$ cat config.mk
export PLATFORM = sky130hd
export DESIGN_NAME = tape_reader_flat
export DESIGN_NICKNAME = d
export VERILOG_FILES = /design/src/rtl/tape_reader_pkg.sv /design/src/rtl/tape_reader_if.sv /design/src/rtl/tape_fifo.sv /design/src/rtl/tape_reader.sv /design/src/flat_wrapper.sv
export SDC_FILE = /design/constraint.sdc
export NUM_CORES = 1
export LEC_CHECK = 0
export ABC_AREA = 1
export CAP_MARGIN = 25
export CORE_ASPECT_RATIO = 1.2
export CORE_UTILIZATION = 60
export DETAILED_ROUTE_END_ITERATION = 6
export PLACE_DENSITY_LB_ADDON = 0.25
export SLEW_MARGIN = 15
export SYNTH_ARGS = -nofsm -noshare
export SYNTH_HDL_FRONTEND = slang
export SYNTH_SLANG_ARGS = --single-unit
$ cat constraint.sdc
create_clock -name clk -period 5.5 [get_ports clk]
set_clock_uncertainty 0.2 [all_clocks]
set_input_delay 1.65 -clock clk [delete_from_list [all_inputs] [get_ports clk]]
set_output_delay 1.65 -clock clk [all_outputs]
set_load 0.005 [all_outputs]
$ cat src/rtl/tape_reader_pkg.sv
// Shared definitions for the tape reader: character width and reader FSM encoding.
package tape_reader_pkg;

  localparam int TAPE_CHAR_W = 5;

  typedef enum logic [1:0] {
    IDLE      = 2'd0,
    DELAY     = 2'd1,
    STROBE    = 2'd2,
    WAIT_DROP = 2'd3
  } tape_state_e;

endpackage

$ cat src/rtl/tape_reader_if.sv
// Host load channel plus core input handshake for the tape reader.
// master = host/core side, slave = the reader itself.
interface tape_reader_if
  import tape_reader_pkg::*;
#(
  parameter int DEPTH = 16
);

  localparam int CNT_W = $clog2(DEPTH) + 1;

  logic                   load_valid;
  logic                   load_ready;
  logic [TAPE_CHAR_W-1:0] load_data;
  logic                   tape_clear;
  logic                   dev_input_rdy;
  logic                   dev_input_val;
  logic [TAPE_CHAR_W-1:0] dev_input_data;
  logic [CNT_W-1:0]       tape_count;
  logic                   tape_empty;

  modport master (
    output load_valid, load_data, tape_clear, dev_input_rdy,
    input  load_ready, dev_input_val, dev_input_data, tape_count, tape_empty
  );

  modport slave (
    input  load_valid, load_data, tape_clear, dev_input_rdy,
    output load_ready, dev_input_val, dev_input_data, tape_count, tape_empty
  );

endinterface

$ cat src/rtl/tape_fifo.sv
// Circular character buffer with wrap-around pointers; clear has priority over push/pop.
// A simultaneous push and pop leaves the count unchanged.
module tape_fifo #(
  parameter int DEPTH = 16,
  parameter int WIDTH = 5
) (
  input  logic                   clk,
  input  logic                   resetn,
  input  logic                   push_i,
  input  logic [WIDTH-1:0]       push_data_i,
  input  logic                   pop_i,
  input  logic                   clear_i,
  output logic [WIDTH-1:0]       head_o,
  output logic [$clog2(DEPTH):0] count_o,
  output logic                   full_o,
  output logic                   empty_o
);

  localparam int AW = $clog2(DEPTH);
  localparam int CW = AW + 1;
  localparam logic [CW-1:0] FULL_CNT = CW'(DEPTH);

  logic [WIDTH-1:0] mem_q [DEPTH];
  logic [AW-1:0]    wr_ptr_q, wr_ptr_d;
  logic [AW-1:0]    rd_ptr_q, rd_ptr_d;
  logic [CW-1:0]    count_q, count_d;
  logic             do_push, do_pop;

  assign full_o  = (count_q == FULL_CNT);
  assign empty_o = (count_q == '0);
  assign count_o = count_q;
  assign head_o  = mem_q[rd_ptr_q];

  assign do_push = push_i && !full_o && !clear_i;
  assign do_pop  = pop_i && !empty_o && !clear_i;

  always_comb begin
    // NOTE: every variable gets a default first so no path leaves it unassigned (no latch).
    wr_ptr_d = wr_ptr_q;
    rd_ptr_d = rd_ptr_q;
    count_d  = count_q;
    if (clear_i) begin
      wr_ptr_d = '0;
      rd_ptr_d = '0;
      count_d  = '0;
    end else begin
      if (do_push) wr_ptr_d = wr_ptr_q + AW'(1);
      if (do_pop)  rd_ptr_d = rd_ptr_q + AW'(1);
      if (do_push && !do_pop)      count_d = count_q + CW'(1);
      else if (!do_push && do_pop) count_d = count_q - CW'(1);
    end
  end

  always_ff @(posedge clk or negedge resetn) begin
    // NOTE: state registers use non-blocking assignments so all flops update together.
    if (!resetn) begin
      wr_ptr_q <= '0;
      rd_ptr_q <= '0;
      count_q  <= '0;
    end else begin
      wr_ptr_q <= wr_ptr_d;
      rd_ptr_q <= rd_ptr_d;
      count_q  <= count_d;
    end
  end

  // NOTE: storage is not reset; the count alone decides which entries are meaningful.
  always_ff @(posedge clk) begin
    if (do_push) mem_q[wr_ptr_q] <= push_data_i;
  end

endmodule

$ cat src/rtl/tape_reader.sv
// Tape reader: buffers host characters and strobes one per dev_input_rdy after CHAR_DELAY cycles.
// Define TAPE_READER_COUNT_EN to add the 16-bit delivered_count output.
module tape_reader
  import tape_reader_pkg::*;
#(
  parameter int DEPTH      = 16,
  parameter int CHAR_DELAY = 8
) (
  input  logic               clk,
  input  logic               resetn,
  tape_reader_if.slave       bus
`ifdef TAPE_READER_COUNT_EN
  ,
  output logic [15:0]        delivered_count
`endif
);

  localparam int CNT_W  = $clog2(DEPTH) + 1;
  localparam int STEP_W = (CHAR_DELAY > 1) ? $clog2(CHAR_DELAY) : 1;
  localparam logic [STEP_W-1:0] STEP_LOAD = STEP_W'(CHAR_DELAY - 1);

  tape_state_e            state_q, state_d;
  logic [STEP_W-1:0]      step_q, step_d;
  logic [TAPE_CHAR_W-1:0] data_q, data_d;
  logic [TAPE_CHAR_W-1:0] head;
  logic [CNT_W-1:0]       count;
  logic                   fifo_full, fifo_empty;
  logic                   push, pop;

  assign push = bus.load_valid && !fifo_full && !bus.tape_clear;
  assign pop  = (state_q == STROBE);

  tape_fifo #(
    .DEPTH (DEPTH),
    .WIDTH (TAPE_CHAR_W)
  ) u_fifo (
    .clk         (clk),
    .resetn      (resetn),
    .push_i      (push),
    .push_data_i (bus.load_data),
    .pop_i       (pop),
    .clear_i     (bus.tape_clear),
    .head_o      (head),
    .count_o     (count),
    .full_o      (fifo_full),
    .empty_o     (fifo_empty)
  );

  // Status comes straight from registered state, so a same-cycle pop never raises load_ready.
  assign bus.load_ready     = !fifo_full;
  assign bus.tape_count     = count;
  assign bus.tape_empty     = fifo_empty;
  assign bus.dev_input_val  = (state_q == STROBE);
  assign bus.dev_input_data = data_q;

  always_comb begin
    state_d = state_q;
    step_d  = step_q;
    data_d  = data_q;
    unique case (state_q)
      IDLE: begin
        if (bus.dev_input_rdy && !fifo_empty) begin
          data_d  = head;
          step_d  = STEP_LOAD;
          state_d = DELAY;
        end
      end
      DELAY: begin
        if (step_q != '0) step_d = step_q - STEP_W'(1);
        if (!bus.dev_input_rdy)  state_d = IDLE;
        else if (step_q == '0)   state_d = STROBE;
      end
      STROBE:    state_d = WAIT_DROP;
      WAIT_DROP: if (!bus.dev_input_rdy) state_d = IDLE;
      default:   state_d = IDLE;
    endcase
    // A flush aborts any delivery but leaves the presented character in place.
    if (bus.tape_clear) begin
      state_d = IDLE;
      data_d  = data_q;
    end
  end

  always_ff @(posedge clk or negedge resetn) begin
    if (!resetn) begin
      state_q <= IDLE;
      step_q  <= '0;
      data_q  <= '0;
    end else begin
      state_q <= state_d;
      step_q  <= step_d;
      data_q  <= data_d;
    end
  end

`ifdef TAPE_READER_COUNT_EN
  logic [15:0] delivered_q, delivered_d;

  assign delivered_d     = (pop && !bus.tape_clear) ? delivered_q + 16'd1 : delivered_q;
  assign delivered_count = delivered_q;

  always_ff @(posedge clk or negedge resetn) begin
    if (!resetn) delivered_q <= '0;
    else         delivered_q <= delivered_d;
  end
`endif

endmodule

$ cat src/flat_wrapper.sv
// flat-port wrapper written by rule: the top's interface ports become plain ports
module tape_reader_flat import tape_reader_pkg::*;
#(
  parameter int DEPTH      = 16,
  parameter int CHAR_DELAY = 8
)
  (clk, resetn, bus_load_valid, bus_load_data, bus_tape_clear, bus_dev_input_rdy, bus_load_ready, bus_dev_input_val, bus_dev_input_data, bus_tape_count, bus_tape_empty);
  tape_reader_if #(.DEPTH(DEPTH)) bus_i ();
  input  logic clk;
  input  logic resetn;
  input wire logic [$bits(bus_i.load_valid)-1:0] bus_load_valid;
  input wire logic [$bits(bus_i.load_data)-1:0] bus_load_data;
  input wire logic [$bits(bus_i.tape_clear)-1:0] bus_tape_clear;
  input wire logic [$bits(bus_i.dev_input_rdy)-1:0] bus_dev_input_rdy;
  output wire logic [$bits(bus_i.load_ready)-1:0] bus_load_ready;
  output wire logic [$bits(bus_i.dev_input_val)-1:0] bus_dev_input_val;
  output wire logic [$bits(bus_i.dev_input_data)-1:0] bus_dev_input_data;
  output wire logic [$bits(bus_i.tape_count)-1:0] bus_tape_count;
  output wire logic [$bits(bus_i.tape_empty)-1:0] bus_tape_empty;
  assign bus_i.load_valid = bus_load_valid;
  assign bus_i.load_data = bus_load_data;
  assign bus_i.tape_clear = bus_tape_clear;
  assign bus_i.dev_input_rdy = bus_dev_input_rdy;
  assign bus_load_ready = bus_i.load_ready;
  assign bus_dev_input_val = bus_i.dev_input_val;
  assign bus_dev_input_data = bus_i.dev_input_data;
  assign bus_tape_count = bus_i.tape_count;
  assign bus_tape_empty = bus_i.tape_empty;
  tape_reader #(.DEPTH(DEPTH), .CHAR_DELAY(CHAR_DELAY)) u_core (.clk(clk), .resetn(resetn), .bus(bus_i));
endmodule
==> results of run 1 <==
[synthesized netlist by cell type (2+ instances only)]
| cell | count |
|---|---|
| buf_2 | 10 |
| edfxtp_1 | 80 |
| dfrtp_1 | 23 |
| clkbuf_1 | 4 |
| nand2_1 | 55 |
| ha_1 | 11 |
| inv_1 | 21 |
| nand2_4 | 4 |
| nand3_2 | 2 |
| o21ai_0 | 20 |
| nor2_1 | 83 |
| a22oi_1 | 3 |
| nor3_1 | 2 |
| o21ai_1 | 31 |
| o211ai_1 | 21 |
| inv_2 | 4 |
| nand3_1 | 26 |
| a21oi_1 | 3 |
[flip-flops by register name, indices dropped and copies added (netlist names)]
register                   flops
u_core.u_fifo.count_o          5
u_core.u_fifo.mem_q           80
u_core.u_fifo.wr_ptr_q         4
u_core.step_q                  3
u_core.u_fifo.rd_ptr_q         4
u_core.state_q                 2
u_core.bus.dev_input_data      5
[worst paths after layout]
check / from / endpoint / slack (ns) / cells past startpoint
max in group asynchronous: resetn / u_core.u_fifo.count_o[0] / 3.16 / 2
min in group asynchronous: resetn / u_core.step_q[1] / 1.45 / 1
min reg2reg: u_core.bus.dev_input_data[1] / u_core.bus.dev_input_data[1] / 0.30 / 2
min: u_core.bus.dev_input_data[1] / u_core.bus.dev_input_data[1] / 0.30 / 2
max reg2reg: u_core.u_fifo.count_o[1] / u_core.u_fifo.count_o[4] / 3.10 / 11
max: u_core.u_fifo.count_o[1] / bus_tape_empty / 1.83 / 4
[area by class of cell]
| class | count | area (µm²) | area share [%] |
|---|---|---|---|
| timing repair buffer | 25 | 250 | 4.95 |
| sequential | 103 | 2980 | 58.9 |
| clock buffer | 11 | 153 | 3.02 |
| inverter | 25 | 93.8 | 1.85 |
| multi-input combinational | 273 | 1440 | 28.5 |
| tap | 90 | 113 | 2.23 |
| clock inverter | 4 | 30.0 | 0.593 |
[critical path, cell delays in order (launching register included)]
cell	delay (ns)
dfrtp_1	0.45
nor2_1	0.23
nand3_2	0.20
inv_1	0.09
clkdlybuf4s50_1	0.49
[kinds of logic after synthesis]
kind of cell,after synthesis,synth area share (%)
AOI/OAI and AO/OA,81,10.5
and+or+nand+nor,178,17.2
DFF,103,64.9
xor gates and xnor gates,2,0.382
buffers and inverters,40,3.63
adders and majority gates,12,3.44
[power by group through the flow]
stage	Combinational (W)	Clock [W]	Sequential, W
4_1_cts	0.000505	0.000445	0.000949
2_1_floorplan	0.000318	0	0.000961
3_5_place_dp	0.000503	0	0.000964
6_report	0.000503	0.000439	0.000949
3_3_place_gp	0.000483	0	0.000965
5_1_grt	0.000566	0.000473	0.000959
[stage by stage]
stage | setup slack, ns | area (µm²) | instances | utilization, % | hold WS, ns
2_1_floorplan | 2.31 | 4590 | 416 | - | 0.266
3_3_place_gp | 1.64 | 4860 | 515 | 66.5 | 0.266
3_5_place_dp | 1.56 | 4880 | 516 | 66.7 | 0.276
4_1_cts | 1.81 | 5060 | 531 | 69.2 | 0.304
5_1_grt | 1.70 | 5060 | 531 | 69.2 | 0.340
6_report | 1.83 | 5060 | 531 | 69.2 | 0.301
[routing by layer]
metal / wire, µm / share of wire, % / up-vias
li1: - / - / 1487
met1: 3980 / 44 / 1470
met2: 4410 / 49 / 97
met3: 410 / 4.5 / 21
met4: 222 / 2.5 / 0
met5: 0 / 0 / -
==> results_dict.tcl, run 1 <==
set metrics [dict create \
    rsz0062_at_grt "no" \
    hpwl_mm 6.08 \
    clkTransAtPathRegs_ns 0.10 \
    timing.final.crit_share_pct 66.8 \
    grt_pass1_vias 2978 \
    synth_cell_types 31 \
    path_class "flop to output pin" \
    grt_max_degree 43 \
    gr-usage-met3_pct 4.39 \
    antenna_found_initial 0 \
    die_height_um 97.8 \
    coreArea_um2 7320 \
    clk_path_buf_depth 2 \
    use_met2_pct 38.4 \
    cts-buffers-inserted 9 \
    worst_pin_slew_ns 0.714 \
    yosysSeqAreaShare_pct 64.9 \
    synth_top_area_share_pct 52.4 \
    htreeDepth 3 \
    tns_ns 0 \
    synthFlopType "edfxtp_1" \
    power_frac_comb_pct 26.6 \
    die_area_um2 8000 \
    seqPwrFrac_pct 50.2 \
    grt_overflow_total 0 \
    clkPwrFrac_pct 23.2 \
    ir_drop_mv 0.300 \
    relSlewSlack_pct 52.3 \
    finalSetupViolations 0 \
    hp-class "flop to flop" \
    slew_viol_final 0 \
    cts_resized 0 \
    mostFrequentLayoutCell "nor2_1" \
    synth_edf_count 80 \
    fin_nets 459 \
    num_vias 3075 \
    period_minus_slack_ns 3.67 \
    grt_busiest_layer "met2" \
    leakage_nw 1.90 \
    hold_violations 0 \
    clock.fmax_mhz 272 \
    final_cell_mix "nor2_1, edfxtp_1, nand2_1, o21ai_1, nand3_1" \
    postRouteAntennaNets 0 \
    gp_congestion 0.799 \
    synthTopCellsByArea "edfxtp_1, dfrtp_1, nor2_1" \
    cts_tree "yes" \
    syn2layout_area_growth_pct 10.3 \
    syn_area_um2 4590 \
    diodes 0 \
    critPathRequiredTime_ns 3.65 \
    cts_setup_buffers 0 \
    syn_avg_cell_area_um2 11.0 \
    start_util_pct 62.7 \
    path_max_fanout 5 \
    syn_inst 416 \
    cts_hold_buffers 0 \
    die_w_um 81.8 \
    synth_warnings 0 \
    via_per_inst 5.79 \
    synthArstFlopShare_pct 22.3 \
    grt_use_total_pct 25.4 \
    fillCellCount 524 \
    switching_power_w 0.000595 \
    wl_per_cell_um 17.0 \
    syn_nets 438 \
    power.internal_w 0.00130 \
    maxCapViolations 0 \
    totalWireLength_mm 9.02 \
    arrival_ns 1.82 \
    drc 0 \
    power_density_nw_per_um2 374 \
    clock-sinks 103 \
    drive_above_1_share_pct 7.48 \
    status "complete, no violations" \
    drt_iter0_markers 326 \
    switching_share_pct 31.4 \
    ys_ff_latch 103 \
    use_met1_pct 35.8 \
    p_total_w 0.00189 \
    firstDrtPassIters 5 \
    start_kind "flop" \
    clk_latency_ns 0.36 \
    end_kind "output pin" \
    grt_pass1_wl_mm 14.9 \
    port_buffers 22 \
    synth_top_area_cell "edfxtp_1" \
    rows 34 \
    top_level_ports 23 \
    cts.root.buffer_cell "clkbuf_8" \
]
Note: power is estimated with default switching activity, not from simulation.
==> inputs of run 2 (changes only) <==
==> constraint.sdc (replaced) <==
create_clock -name clk -period 3.65 [get_ports clk]
set_clock_uncertainty 0.2 [all_clocks]
set_input_delay 1.095 -clock clk [delete_from_list [all_inputs] [get_ports clk]]
set_output_delay 1.095 -clock clk [all_outputs]
set_load 0.005 [all_outputs]
==> results_dict.tcl, run 2 (synthesized netlist as in run 1, its figures left out) <==
set metrics [dict create \
    status "complete, no violations" \
    hpwl_mm 6.27 \
    cts_tree "yes" \
    hp-class "flop to flop" \
    path_buf_inv 2 \
    start_kind "flop" \
    fillCellCount 562 \
    antenna_found_initial 0 \
    fin_nets 460 \
    slowest_delay_ns 0.50 \
    die_area_um2 8000 \
    clk_latency_ns 0.36 \
    drt_iter0_markers 338 \
    slowest_stage "clkdlybuf4s50_1" \
    path_class "flop to output pin" \
    critPathCapture "bus_tape_empty" \
    final_cell_mix "nor2_1, edfxtp_1, nand2_1, o21ai_1, nand3_1" \
    cts_hold_buffers 0 \
    slew_viol_final 0 \
    drc 0 \
    cp.depth 4 \
    placed_cells 517 \
    mostFrequentLayoutCell "nor2_1" \
    regToRegSetupSlack_ns 1.16 \
    path_cells "nor2_1, nand3_2, inv_1, clkdlybuf4s50_1" \
    crit_family "buffers and inverters" \
    wl_per_cell_um 17.4 \
    ir_drop_mv 0.412 \
    use_met2_pct 41.2 \
    regMostFlops "u_core.u_fifo.mem_q" \
    arrival_ns 1.84 \
    cts_setup_buffers 0 \
    cts.root.buffer_cell "clkbuf_8" \
    drive_above_1_share_pct 7.90 \
    cts_resized 0 \
    period_minus_slack_ns 3.14 \
    port_buffers 22 \
    grt_pass1_vias 3120 \
    clock-sinks 103 \
    gr-usage-met3_pct 3.83 \
    grt_use_total_pct 26.1 \
    r2r_start "u_core.u_fifo.count_o[0]" \
    rsz0062_at_grt "no" \
    start_util_pct 62.7 \
    path_max_fanout 6 \
    finalSetupViolations 0 \
    end_kind "output pin" \
    use_met1_pct 35.8 \
    clock.fmax_mhz 318 \
    timing.rr.end "u_core.u_fifo.count_o[4]" \
    gp_congestion 0.871 \
    hold_violations 0 \
    regArea_um2 2980 \
    grt_max_degree 43 \
    reg2reg_depth 11 \
    largest_reg_flops 80 \
    die_height_um 97.8 \
    worst_pin_slew_ns 0.932 \
    multi_input_area_um2 1440 \
    clkTransAtPathRegs_ns 0.10 \
    instances_no_fill 533 \
    postRouteAntennaNets 0 \
    grt_pass1_wl_mm 15.2 \
    diodes 0 \
    syn2layout_area_growth_pct 10.1 \
    coreArea_um2 7320 \
    clk_path_buf_depth 2 \
    via_per_inst 5.84 \
    totalWireLength_mm 9.26 \
    grt_busiest_layer "met2" \
    num_vias 3114 \
    critPathRequiredTime_ns 2.35 \
    cts-buffers-inserted 9 \
    top_level_ports 23 \
    htreeDepth 3 \
    crit_path_start "u_core.u_fifo.count_o[0]" \
    grt_overflow_total 0 \
    maxCapViolations 0 \
    timing.final.crit_share_pct 86.0 \
    leakage_nw 1.90 \
    power_density_nw_per_um2 560 \
    relSlewSlack_pct 37.9 \
    die_w_um 81.8 \
    firstDrtPassIters 4 \
    rows 34 \
    tns_ns 0 \
]
run 2: changes by cell type in the layout (fill, tap and decap cells not counted):
cell | previous run | this run
buf_4 | 2 | 4
buf_8 | 1 | 0
clkbuf_16 | 1 | 0
clkinv_2 | 1 | 2
inv_6 | 1 | 2
run 2: layout make-up:
| class | count | share of cell area, % |
|---|---|---|
| sequential | 103 | 59.0 |
| multi-input combinational | 273 | 28.6 |
| timing repair buffer | 26 | 4.96 |
| clock buffer | 10 | 2.53 |
| tap | 90 | 2.23 |
| inverter | 25 | 1.86 |
| clock inverter | 6 | 0.867 |
run 2: routing by layer:
metal | wire length (µm) | vias to the layer above
met5 | 0 | -
met4 | 243 | 0
met3 | 469 | 20
met2 | 4600 | 98
met1 | 3950 | 1502
li1 | - | 1494
run 2: worst min-delay path, stage by stage, from the launching register on:
cell and delay [ns]:
dfrtp_1 0.36, nand2_1 0.06, nand2_1 0.05
run 2: worst min path at each step:
stage / from / end / slack, ns / depth (start not counted)
5_1_grt: u_core.bus.dev_input_data[4] / u_core.bus.dev_input_data[4] / 0.32 / 2
2_1_floorplan: u_core.step_q[2] / u_core.step_q[2] / 0.27 / 2
6_report: u_core.bus.dev_input_data[1] / u_core.bus.dev_input_data[1] / 0.29 / 2
4_1_cts: u_core.bus.dev_input_data[1] / u_core.bus.dev_input_data[1] / 0.30 / 2
3_5_place_dp: u_core.bus.dev_input_data[1] / u_core.bus.dev_input_data[1] / 0.28 / 2
3_3_place_gp: u_core.bus.dev_input_data[3] / u_core.bus.dev_input_data[3] / 0.26 / 2
run 2: power by group:
part	internal, W	switching (W)
registers	0.00135	0.0000819
logic	0.000314	0.000443
clock network	0.000252	0.000382
total	0.00192	0.000908
run 2: through the flow:
| step | util [%] | worst slack, ns | cell area, µm² | hold slack (ns) | total power, W |
|---|---|---|---|---|---|
| after detailed placement | 66.7 | 0.342 | 4880 | 0.275 | 0.00221 |
| final | 69.0 | 0.510 | 5050 | 0.291 | 0.00283 |
| after global routing | 69.0 | 0.405 | 5050 | 0.323 | 0.00299 |
| after floorplan | - | 1.02 | 4590 | 0.266 | 0.00193 |
| after global placement | 66.7 | 0.481 | 4880 | 0.265 | 0.00218 |
| after CTS | 69.0 | 0.486 | 5050 | 0.300 | 0.00284 |
==> RTL edit, RTL diff (config.mk and constraints of run 2) <==
Take the reset off `data_q` and load it in a clocked block of its own.
--- a/src/rtl/tape_reader.sv
+++ b/src/rtl/tape_reader.sv
@@ -85,12 +85,14 @@
     if (!resetn) begin
       state_q <= IDLE;
       step_q  <= '0;
-      data_q  <= '0;
     end else begin
       state_q <= state_d;
       step_q  <= step_d;
-      data_q  <= data_d;
     end
+  end
+
+  always_ff @(posedge clk) begin
+    data_q <= data_d;
   end
 
 `ifdef TAPE_READER_COUNT_EN
Behaviour: differs if resetn is asserted again (counterexample within 4 cycles, from zero or initial values and one cycle with resetn low); with resetn held inactive, the same outputs for 10 cycles.
==> RTL edit against run 2 <==
- cell count grew 1.3%
- sequential cell count did not move
- design area up 1.8%
- total power rose by 4.8%
- setup slack better by 110 ps
- routed wire length decreased by 0.26%
- area after synthesis rose by 1.6%
==> RTL edit: results (changes against run 2) <==
metric,value,unit,change
input/output buffers,22,,unchanged
worst skew pair latency,360,ps,about the same
Post-CTS Setup Inserts,0,,unchanged
pin count of the biggest net entering global routing,43,,unchanged
number of global-route vias before repair,3131,,+0.35%
status,"finished, final reports clean",,
clk root buf,clkbuf_8,,
first-pass GRT wire length,15300,µm,+0.63%
"Seq/Total Area, Yosys",64.5,%,-0.46 points
"Top FF cell, synth",edfxtp_1,,
Lkg Pwr,0.00190,µW,+0.10%
post-synthesis net count,448,,+2.3%
Post-CTS Resized,0,,unchanged
min-delay src,u_core.step_q[0]$_DFFE_PN0P_,,
worst hold path class,flip-flop to flip-flop,,
hpwl dp,6080,µm,-3.1%
synth cell count leaders,"nor2_1, edfxtp_1, nand2_1, o21ai_0, nand3_1",,
CP startpoint,u_core.u_fifo.count_o[1]$_DFFE_PN0P_,,
gpl congestion,0.813,,-6.7%
yosys warns,0,,unchanged
clock slew at reported path FFs,90,ps,
Post-synth EDFFs,85,,+6.3%
"Distinct cells, synth",28,,-9.7%
"top cells by area, synth","edfxtp_1, dfrtp_1, nor2_1",,
Ant. Diodes,0,,unchanged
switch share,29.6,%,-2.6 points
Async SR Flop Fraction,17.5,%,-4.9 points
clock buffer count from CTS,9,,unchanged
Slew @ Worst Pin,885,ps,-47.0 ps
CP max FO,5,,-1
gr usage total,25.8,%,-0.24 points
H-Tree Depth,3,,unchanged
Detailed Routing Iterations Pass 1,5,,+1
clk buf depth,2,,unchanged
cells on worst reg2reg path,7,,-4
total number of vias,3172,,+1.9%
detailed router's first-iteration violation count,334,,-1.2%
initial antenna violation count,0,,unchanged
CTS tree,yes,,
critical path's top delay family,buffers and inverters,,
Top reg by flops,u_core.u_fifo.mem_q,,
share of cells above drive strength 1,6.67,%,-1.2 points
Layout Nets,467,,+1.5%
VDD IR max,0.377,mV,-8.4%
Worst path slowest cell,clkdlybuf4s50_1,,
r2r startpoint,u_core.u_fifo.rd_ptr_q[0]$_DFFE_PN0P_,,
final wirelength,9230,µm,-0.26%
## RTL edit: cell count changes in the layout (fill, tap and decap cells not counted), moves of 3 or more
cell	delta
o211ai_1	-16
bufinv_16	+3
a22oi_1	-3
nand2_1	-11
o21ai_0	+24
nand3_1	+16
nor2_1	+24
o21ai_1	-24
dfrtp_1	-5
inv_2	-4
edfxtp_1	+5
## RTL edit: final timing paths
check	endpoint	slack (ps)
min	u_core.step_q[0]$_DFFE_PN0P_	320
min reg2reg	u_core.step_q[0]$_DFFE_PN0P_	320
max	bus_tape_empty	620
max in group asynchronous	u_core.u_fifo.rd_ptr_q[0]$_DFFE_PN0P_	1690
max reg2reg	u_core.bus.dev_input_data[3]$_DFFE_PP_	1230
min in group asynchronous	u_core.u_fifo.count_o[2]$_DFFE_PN0P_	1020
## RTL edit: kinds of logic after synthesis
| family | count (synthesis) | share of synthesized area (%) |
|---|---|---|
| AO/OA/AOI/OAI | 62 | 6.96 |
| XOR/XNOR | 3 | 0.564 |
| adder cells (fa/ha/maj) | 12 | 3.38 |
| buffers and inverters | 37 | 4.08 |
| flip-flops | 103 | 64.5 |
| AND/OR/NAND/NOR | 209 | 20.5 |
## RTL edit: worst register-to-register path, delay by kind of cell (launching register included)
kind,cells,cell delay (ps)
AO/OA/AOI/OAI,1,110
buffers and inverters,1,360
flip-flops,1,930
AND/OR/NAND/NOR,5,580
## RTL edit: power by group through the flow
stage	logic, µW	clock network, µW	registers, µW
final	683	835	1450
after global routing	776	886	1460
after CTS	689	839	1450
after detailed placement	686	0	1470
after global placement	661	0	1470
after floorplan	500	0	1440
## RTL edit: area by class of cell
cell class	count	area [µm²]
Fill cell	558	2260
Multi-Input combinational cell	286	1470
Inverter	21	83.8
Clock inverter	5	106
Clock buffer	11	131
Tap cell	90	113
Timing Repair Buffer	24	235
Sequential cell	103	3000
## RTL edit: stage by stage
step,area (µm²),hold slack (ps),cells,worst slack [ps]
finish,5140,317,540,616
global route,5140,365,540,517
CTS,5140,319,540,586
detailed placement,4900,297,524,404
global placement,4900,277,524,484
floorplan,4660,265,426,952
## RTL edit: layer usage
layer | vias to the layer above | share of wire (%) | track usage [%]
li1 | 1498 | - | -
met1 | 1518 | 41 | 33.3
met2 | 124 | 50 | 43.1
met3 | 32 | 5.9 | 4.44
met4 | 0 | 3.1 | 9.85
met5 | - | 0 | 0
